===== src/rtl/dilithium_pkg.sv =====
// Shared Dilithium NTT datapath definitions: coefficient geometry and
// the writeback FSM encoding.
package dilithium_pkg;

    localparam int DIL_COEFF_W = 24;
    localparam int DIL_LANES   = 4;
    localparam int DIL_AW      = 6;

    typedef enum logic [1:0] {
        ST_IDLE  = 2'd0,
        ST_RUN   = 2'd1,
        ST_DRAIN = 2'd2
    } wb_state_e;

endpackage


===== src/rtl/bf_writeback_addr_fifo.sv =====
// In-flight destination-address queue for the butterfly writeback.
// Caller guarantees push is never asserted on a full queue without a pop.
module addr_fifo #(
    parameter int AW    = 6,
    parameter int DEPTH = 16
) (
    input  logic                     clk,
    input  logic                     rst,
    input  logic                     clr,
    input  logic                     push,
    input  logic                     pop,
    input  logic [AW-1:0]            din,
    output logic [AW-1:0]            dout,
    output logic                     full,
    output logic                     empty,
    output logic [$clog2(DEPTH):0]   count
);

    localparam int PW = $clog2(DEPTH);
    localparam logic [PW:0] FULL_CNT = DEPTH[PW:0];

    logic [AW-1:0] mem_q [DEPTH];
    logic [PW-1:0] wr_ptr_q, wr_ptr_d;
    logic [PW-1:0] rd_ptr_q, rd_ptr_d;
    logic [PW:0]   cnt_q, cnt_d;

    always_comb begin
        wr_ptr_d = wr_ptr_q;
        rd_ptr_d = rd_ptr_q;
        cnt_d    = cnt_q;
        if (clr) begin
            wr_ptr_d = '0;
            rd_ptr_d = '0;
            cnt_d    = '0;
        end else begin
            if (push) wr_ptr_d = wr_ptr_q + PW'(1);
            if (pop)  rd_ptr_d = rd_ptr_q + PW'(1);
            unique case ({push, pop})
                2'b10:   cnt_d = cnt_q + (PW+1)'(1);
                2'b01:   cnt_d = cnt_q - (PW+1)'(1);
                default: cnt_d = cnt_q;
            endcase
        end
    end

    always_ff @(posedge clk) begin
        if (rst) begin
            wr_ptr_q <= '0;
            rd_ptr_q <= '0;
            cnt_q    <= '0;
        end else begin
            wr_ptr_q <= wr_ptr_d;
            rd_ptr_q <= rd_ptr_d;
            cnt_q    <= cnt_d;
        end
    end

    always_ff @(posedge clk) begin
        if (push && !clr) mem_q[wr_ptr_q] <= din;
    end

    assign dout  = mem_q[rd_ptr_q];
    assign full  = (cnt_q == FULL_CNT);
    assign empty = (cnt_q == '0);
    assign count = cnt_q;

endmodule


===== src/rtl/bf_writeback.sv =====
// Butterfly result writeback: pairs each result with its queued
// destination address and issues a registered coefficient-RAM write.
module bf_writeback
    import dilithium_pkg::*;
#(
    parameter int COEFF_W = DIL_COEFF_W,
    parameter int LANES   = DIL_LANES,
    parameter int AW      = DIL_AW,
    parameter int DEPTH   = 16
) (
    input  logic                       clk,
    input  logic                       rst,
    input  logic                       start,
    input  logic                       issue_valid,
    input  logic [AW-1:0]              issue_addr,
    input  logic                       issue_last,
    input  logic                       bf_valid,
    input  logic [LANES*COEFF_W-1:0]   bf_data,
    output logic                       wr_en,
    output logic [AW-1:0]              wr_addr,
    output logic [LANES*COEFF_W-1:0]   wr_data,
    output logic [$clog2(DEPTH):0]     pending,
    output logic                       done,
    output logic                       err_overflow,
    output logic                       err_underflow
);

    localparam int DW = LANES * COEFF_W;
    localparam int CW = $clog2(DEPTH) + 1;

    wb_state_e     state_q, state_d;
    logic          last_q, last_d;
    logic          err_ovf_q, err_ovf_d;
    logic          err_unf_q, err_unf_d;
    logic          wr_en_q, wr_en_d;
    logic [AW-1:0] wr_addr_q, wr_addr_d;
    logic [DW-1:0] wr_data_q, wr_data_d;
    logic          done_q, done_d;

    logic          active;
    logic          fifo_push, fifo_pop;
    logic          fifo_full, fifo_empty;
    logic [AW-1:0] fifo_dout;
    logic [CW-1:0] fifo_count;
    logic          ovf_evt, unf_evt, final_pop;

    addr_fifo #(
        .AW    (AW),
        .DEPTH (DEPTH)
    ) u_fifo (
        .clk   (clk),
        .rst   (rst),
        .clr   (start),
        .push  (fifo_push),
        .pop   (fifo_pop),
        .din   (issue_addr),
        .dout  (fifo_dout),
        .full  (fifo_full),
        .empty (fifo_empty),
        .count (fifo_count)
    );

    // start discards the cycle's inputs; pops use pre-push occupancy
    always_comb begin
        active    = (state_q != ST_IDLE) && !start;
        fifo_pop  = active && bf_valid && !fifo_empty;
        fifo_push = (state_q == ST_RUN) && !start && issue_valid
                    && (!fifo_full || fifo_pop);
        ovf_evt   = !start && issue_valid
                    && (((state_q == ST_RUN) && fifo_full && !fifo_pop)
                        || (state_q == ST_DRAIN));
        unf_evt   = active && bf_valid && fifo_empty;
        final_pop = (state_q == ST_DRAIN) && last_q && fifo_pop
                    && (fifo_count == CW'(1));
    end

    always_comb begin
        state_d   = state_q;
        last_d    = last_q;
        err_ovf_d = err_ovf_q | ovf_evt;
        err_unf_d = err_unf_q | unf_evt;
        wr_en_d   = fifo_pop;
        wr_addr_d = fifo_pop ? fifo_dout : wr_addr_q;
        wr_data_d = fifo_pop ? bf_data : wr_data_q;
        done_d    = final_pop;
        unique case (state_q)
            ST_RUN: begin
                if (issue_valid && issue_last) begin
                    state_d = ST_DRAIN;
                    last_d  = 1'b1;
                end
            end
            ST_DRAIN: begin
                if (final_pop) state_d = ST_IDLE;
            end
            default: state_d = ST_IDLE;
        endcase
        if (start) begin
            state_d   = ST_RUN;
            last_d    = 1'b0;
            err_ovf_d = 1'b0;
            err_unf_d = 1'b0;
        end
    end

    always_ff @(posedge clk) begin
        if (rst) begin
            state_q   <= ST_IDLE;
            last_q    <= 1'b0;
            err_ovf_q <= 1'b0;
            err_unf_q <= 1'b0;
            wr_en_q   <= 1'b0;
            wr_addr_q <= '0;
            wr_data_q <= '0;
            done_q    <= 1'b0;
        end else begin
            state_q   <= state_d;
            last_q    <= last_d;
            err_ovf_q <= err_ovf_d;
            err_unf_q <= err_unf_d;
            wr_en_q   <= wr_en_d;
            wr_addr_q <= wr_addr_d;
            wr_data_q <= wr_data_d;
            done_q    <= done_d;
        end
    end

    assign wr_en         = wr_en_q;
    assign wr_addr       = wr_addr_q;
    assign wr_data       = wr_data_q;
    assign pending       = fifo_count;
    assign done          = done_q;
    assign err_overflow  = err_ovf_q;
    assign err_underflow = err_unf_q;

endmodule


===== config.mk =====
export PLATFORM = sky130hd
export DESIGN_NAME = bf_writeback
export DESIGN_NICKNAME = d
export VERILOG_FILES = /design/src/rtl/dilithium_pkg.sv /design/src/rtl/bf_writeback_addr_fifo.sv /design/src/rtl/bf_writeback.sv
export SDC_FILE = /design/constraint.sdc
export NUM_CORES = 1
export LEC_CHECK = 0
export BUFFER_PORTS_ARGS = -buffer_cell sky130_fd_sc_hd__buf_2
export CORE_MARGIN = 3
export CORE_UTILIZATION = 57
export DETAILED_ROUTE_END_ITERATION = 16
export PLACE_DENSITY = 0.85
export SYNTH_ARGS = -nofsm -noshare
export SYNTH_HDL_FRONTEND = slang
export SYNTH_HIERARCHICAL = 1
export SYNTH_SLANG_ARGS = --single-unit

===== constraint.sdc =====
create_clock -name clk -period 8.8 [get_ports clk]
set_clock_uncertainty 0.2 [all_clocks]
set_input_delay 1.76 -clock clk [delete_from_list [all_inputs] [get_ports clk]]
set_output_delay 1.76 -clock clk [all_outputs]
set_load 0.01 [all_outputs]

==> results of run 1 <==
## synth_stat cells (4+ instances only)
master	instances	share of area, %
nand2_1	215	9.5
dfxtp_1	126	30
a21oi_1	109	6.4
edfxtp_1	96	34
clkbuf_1	24	1.1
and2_1	18	1.3
nor2_1	18	0.80
a22oi_1	12	1.1
buf_6	12	1.6
mux4_1	12	3.7
mux4_2	12	3.2
ha_1	9	1.3
buf_2	8	0.47
nor2b_1	6	0.44
xor2_1	6	0.62
nand4_1	5	0.37
inv_1	4	0.18
nand3_1	4	0.24
nor3_1	4	0.24
nor3b_1	4	0.35
## final timing paths
path	slack, ns	cells after the start	start	to
worst max-delay path	4.26	11	start	u_fifo/count[4]
worst min-delay path	0.25	2	wr_data[64]	wr_data[64]
worst max register to register	4.92	12	u_fifo/count[2]	u_fifo/count[4]
worst min register to register	0.25	2	wr_data[64]	wr_data[64]
## critical path, cell delays in order
cell      delay [ns]
buf_2           0.17
or4b_4          0.57
a21oi_1         0.54
inv_1           0.17
ha_1            0.35
xor2_1          0.18
ha_1            0.21
a21oi_1         0.19
a221oi_1        0.14
or4_1           0.42
nand4_1         0.08
## layer usage
layer	vias up	track usage [%]
li1	2995	-
met1	3003	32.4
met2	297	41.1
met3	46	5.42
met4	0	8.74
met5	-	0
## area by class of cell
class                           count  area (sq um)  share of cell area (%)
Timing Repair Buffer              222          1120                    10.9
Tap cell                          180           225                    2.18
Antenna cell                        1          2.50                  0.0243
Clock buffer                       29           628                    6.09
Inverter                            5          20.0                   0.194
Multi-Input combinational cell    467          2770                    26.9
Sequential cell                   222          5410                    52.4
Clock inverter                     10           138                    1.33
## per-stage QoR
step	area, sq um	hold WS, ns	utilization [%]	setup slack [ns]
6_report	10300	0.251	72.6	4.26
5_1_grt	10300	0.265	72.6	3.99
4_1_cts	10300	0.252	72.6	4.26
3_5_place_dp	9550	0.244	67.2	3.74
3_3_place_gp	9550	0.239	67.2	3.91
2_1_floorplan	8470	0.267	-	4.04
## state kept, by name, indices dropped and copies added, names as in the netlist, named ones only
signal,count
err_underflow,1
state_q,2
last_q,1
wr_en,1
u_fifo/count,5
u_fifo/rd_ptr_q,4
wr_data,96
u_fifo/mem_q,96
wr_addr,6
u_fifo/wr_ptr_q,4
err_overflow,1
done,1
## kinds of logic after synthesis
family                   after synthesis
AO/OA/AOI/OAI                        132
XOR/XNOR                               9
adder cells (fa/ha/maj)                9
buffers and inverters                 52
flip-flops                           222
multiplexers                          27
AND/OR/NAND/NOR                      290
## where the power goes
group / leakage (nW) / switching (mW) / total (mW) / internal, mW
Clock: 0.375 / 0.382 / 0.974 / 0.592
Combinational: 1.75 / 0.0314 / 0.0535 / 0.0221
Sequential: 1.88 / 0.00128 / 1.08 / 1.08
==> results.md, run 1 <==
- Outcome: finished clean
- CTS HTree Levels: 1
- Fin. Hold Viols: 0
- Ys flop type: dfxtp_1
- Post-synth ARST share: 0%
- First-pass GRT wire length: 31700 microns
- CTS sink cnt: 222
- Worst Tran Pin Value: roughly 1.1 ns
- Max VDD drop: ~150 uV
- Die span in y: between 100 and 150 microns
- Cts bufs inserted: 22
- CTS tree: built
- Synth Area in Simple Gates: 14.7%
- Multiplexer area fraction after synthesis: around 7.3%
- Drt first pass iters: 5
- Final #Nets: around 1100
- DRT iter0 DRCs: 426
- Number of global-route vias before repair: just under 6000
- Initial antenna violation count: 1
- Gpl congestion: roughly 0.84
- Dpl hpwl: 13800 microns
- # IOs: roughly 220
- Final Max Slew Viols: 0
- Cell Pwr Density: approximately 200 mW/mm^2
- Vias per cell: around 5.6
- Num rows: between 40 and 50
- Remaining DRCs: 0
- Critical path class: in2reg
- CP max FO: 13
- Total track usage: between 20% and 30%
- Commonest non-fill, non-tap cell in the layout: buf_2
- Slew HR: between 20 and 30%
- Synth Area in Adders: under 10%
- Max clock buf depth: 3
- EDFF count, synth: 96
- Final non-filler cell total: approximately 1100
- WL met2: about 10000 microns
- CP required: 9.05 ns
- Hold WC Path Type: reg2reg
- Core Footprint: roughly 0.014 sq mm
- Critical Path Source Type: primary input
- Yosys cell types: 45
- Total grt overflow: 0
- DR top layer: met4
- Area grow syn2layout: 21.7%
- Largest family of logic cells by synthesized area: simple AND/OR/NAND/NOR gates
- Leakage dissipation: ~4.0 nW
- Placed cells: between 1000 and 1500
- Fmax: 0.220 GHz
- Max-cap viol count: 0
- Period utilization: between 50% and 60%
- Routed wire length: roughly 21000 microns
- Yosys reg bits: 222
- Resized cells post-CTS: 0
- Layout fillers: roughly 940
- Horiz. Die Dim: roughly 130 microns
- Die Footprint: about 0.016 sq mm
- Routed vias: 6341
- Average size of a mapped cell: roughly 11 sq um
- Syn Std Cell Area: ~0.0085 sq mm
- Initial Utilization: about 60%
- Xor/xnor share of the synthesized area: less than 1%
- Wire per inst: ~19 microns
- CP Capture Type: flip-flop
- Net Count, Synth: around 860
- Metal3 WL: 1570 microns
- CTS Root Cell: clkbuf_16
- Clk_lat worst skew: 0.51 ns
- Total Negative Setup Slacks: 0 ns
- Most frequent cells in the layout: buf_2 (217), nand2_1 (215), dfxtp_1 (126)
- Largest net degree at the start of global routing: approximately 110
- Crit path DAT: 4.79 ns
- IO Port Bufs: ~220
- Overall power: between 2 and 2.5 mW
- Metal1 wirelength: approximately 8300 microns
- Register area share after synthesis: ~64%
- DRT antenna net count: 0
- Setup violators final: 0
- Synth Area in Compound Gates: under 10%
- YS warnings: 6
- Hold-fix buffers, CTS: 0
- Synthesized instance count: roughly 740
- RSZ-0062 raised after global routing: no
- Fin crit period: around 4.5 ns
- CTS clk-pin slew, worst paths: about 0.060 ns
- Fraction of layout cells with a size suffix above 1: 28.5%
- Postcts setup bufs: 0
No activity file was read; power rests on OpenSTA's default activity.
==> run 2, diff against run 1 <==
CORE_UTILIZATION = 53   (was 57)
PLACE_DENSITY = 0.8   (was 0.85)
clock period = 4.6 ns   (was 8.8 ns; I/O delays follow)
==> run 2 against run 1 <==
Against the previous run:
- critical path depth is 2 higher
- register-to-register slack worse by 3.8 ns
- largest power group unchanged
- utilization is 5.9 points lower
- die area is 7.2% higher
- first-iteration DRC count is 5.2% higher
- clock power is 75% higher
- combinational power is 87% higher
- via count is 2.1% lower
- worst hold slack worse by 0.0019 ns
==> results.md, run 2 (same netlist as run 1, synthesis figures left out) <==
- Total track usage: 22.1% (-2.7 points)
- Total Negative Setup Slacks: 0 ns (unchanged)
- CTS Root Cell: clkbuf_16
- Most frequent cells in the layout: buf_2 (217), nand2_1 (215), dfxtp_1 (126)
- # IOs: 219 (unchanged)
- Fmax: 0.285 GHz
- Drt first pass iters: 5 (unchanged)
- Postcts setup bufs: 0 (unchanged)
- Initial antenna violation count: 0 (-1)
- Number of global-route vias before repair: 5889 (+0.43%)
- Num rows: 45 (+4.7%)
- Cell Pwr Density: 375 mW/mm^2 (+84%)
- Worst setup path startpoint: u_fifo/count[2]
- Layout fillers: 1170 (+24%)
- HP Start: wr_data[52]
- CTS sink cnt: 222 (unchanged)
- DRT antenna net count: 0 (unchanged)
- Wire per inst: 17.1 microns (-7.5%)
- Total grt overflow: 0 (unchanged)
- Die span in y: 132 microns (+3.5%)
- CP max FO: 11 (-2)
- Setup slack after layout: 1.10 ns (-3.17 ns)
- Fraction of layout cells with a size suffix above 1: 28.3% (-0.16 points)
- Cts bufs inserted: 22 (unchanged)
- CP Capture Type: flip-flop
- CTS clk-pin slew, worst paths: 0.06 ns (about the same)
- CTS tree: built
- Die Footprint: 0.0175 sq mm (+7.2%)
- Routed wire length: 20000 microns (-4.8%)
- Routed vias: 6208 (-2.1%)
- Gpl congestion: 0.837 (about the same)
- Final #Nets: 1058 (+0.095%)
- Core Footprint: 0.0154 sq mm (+8.6%)
- Max-cap viol count: 0 (unchanged)
- Worst Tran Pin Value: 1.08 ns (-0.0355 ns)
- Max clock buf depth: 3 (unchanged)
- Largest net degree at the start of global routing: 107 (unchanged)
- Period utilization: between 70% and 80%
- CP required: 4.83 ns (-4.22 ns)
- Area grow syn2layout: 21.4%
- RSZ-0062 raised after global routing: no
- IO Port Bufs: 218 (unchanged)
- Max VDD drop: 400 uV (+160%)
- Fin. Hold Viols: 0 (unchanged)
- DRT iter0 DRCs: 448 (+5.2%)
- First-pass GRT wire length: 31300 microns (-1.2%)
- Final Max Slew Viols: 0 (unchanged)
- Hold-fix buffers, CTS: 0 (unchanged)
- Setup violators final: 0 (unchanged)
- Hold WC Path Type: reg2reg
- Resized cells post-CTS: 0 (unchanged)
- Slew HR: 28.0% (+2.5 points)
- Crit path DAT: 3.73 ns (-1.06 ns)
- Critical path's slowest cell: or4b_4
- Vias per cell: 5.31 (-4.9%)
- Outcome: finished clean
- Leakage dissipation: 3.97 nW (-0.99%)
- Fin crit period: around 3.5 ns
- Horiz. Die Dim: 132 microns (+3.5%)
- Worst r2r src: u_fifo/count[2]
- CTS HTree Levels: 1 (unchanged)
- Critical path, cell by cell: nor4_1 > nor2b_1 > or4b_4 > a21oi_1 > buf_4 > inv_1 > ha_1 > xor2_1 > ha_1 > a21oi_1 > a221oi_1 > or4_1 > nand4_1
- Critical path class: reg2reg
- Dpl hpwl: 13600 microns (-1.4%)
- Clk_lat worst skew: 0.49 ns (-0.02 ns)
- Commonest non-fill, non-tap cell in the layout: buf_2
- Remaining DRCs: 0 (unchanged)
- Largest stage delay, worst path: 0.54 ns (-0.03 ns)
- Critical Path Source Type: flip-flop
- Initial Utilization: 54.9% (-4.7 points)
- Post-Place Setup Slack: 0.746 ns (-2.99 ns)
-- run 2: worst paths after layout --
check                         end  slack, ns  cells after the start
setup / recovery  u_fifo/count[4]       1.10                     13
hold / removal        wr_data[52]       0.25                      2
setup reg to reg  u_fifo/count[4]       1.10                     13
hold reg to reg       wr_data[52]       0.25                      2
-- run 2: where the power goes --
part | internal [mW] | leakage (nW) | switching [mW]
clock | 0.991 | 0.330 | 0.707
sequential | 2.06 | 1.88 | 0.00238
combinational | 0.0425 | 1.76 | 0.0579
total | 3.09 | 3.97 | 0.767
-- run 2: final cells by class --
type | instances | area [sq um] | area share, %
repair buffers | 223 | 1130 | 11.0
well taps | 211 | 264 | 2.57
diodes | 1 | 2.50 | 0.0243
multi-input cells | 467 | 2770 | 27.0
clock buffers | 30 | 612 | 5.95
flip-flops and latches | 222 | 5410 | 52.5
inverters | 5 | 20.0 | 0.195
clock inverters | 10 | 80.1 | 0.778
-- run 2: worst max-delay path, delay by kind of cell, from the launching register on --
| family | cells | cell delay, ns |
|---|---|---|
| and+or+nand+nor | 5 | 1.32 |
| DFF | 1 | 0.52 |
| AOI/OAI and AO/OA | 3 | 0.51 |
| adders and majority gates | 2 | 0.50 |
| buffers and inverters | 2 | 0.22 |
| xor gates and xnor gates | 1 | 0.18 |
-- run 2: per-layer routing --
layer / vias up / GRT usage (%) / share of wire [%]
met5: - / 0 / 0
met3: 44 / 4.49 / 6.0
met2: 199 / 37.7 / 51
met4: 0 / 6.76 / 2.8
li1: 2999 / - / -
met1: 2966 / 28.6 / 40
-- run 2: stage by stage --
stage / cell area (sq um) / std cells / total power [mW] / utilization (%) / hold slack (ns)
2_1_floorplan: 8470 / 741 / 2.13 / - / 0.267
3_3_place_gp: 9590 / 1128 / 2.20 / 62.2 / 0.239
3_5_place_dp: 9590 / 1128 / 2.20 / 62.2 / 0.243
4_1_cts: 10300 / 1168 / 3.89 / 66.7 / 0.252
5_1_grt: 10300 / 1168 / 3.98 / 66.7 / 0.270
6_report: 10300 / 1169 / 3.86 / 66.7 / 0.249
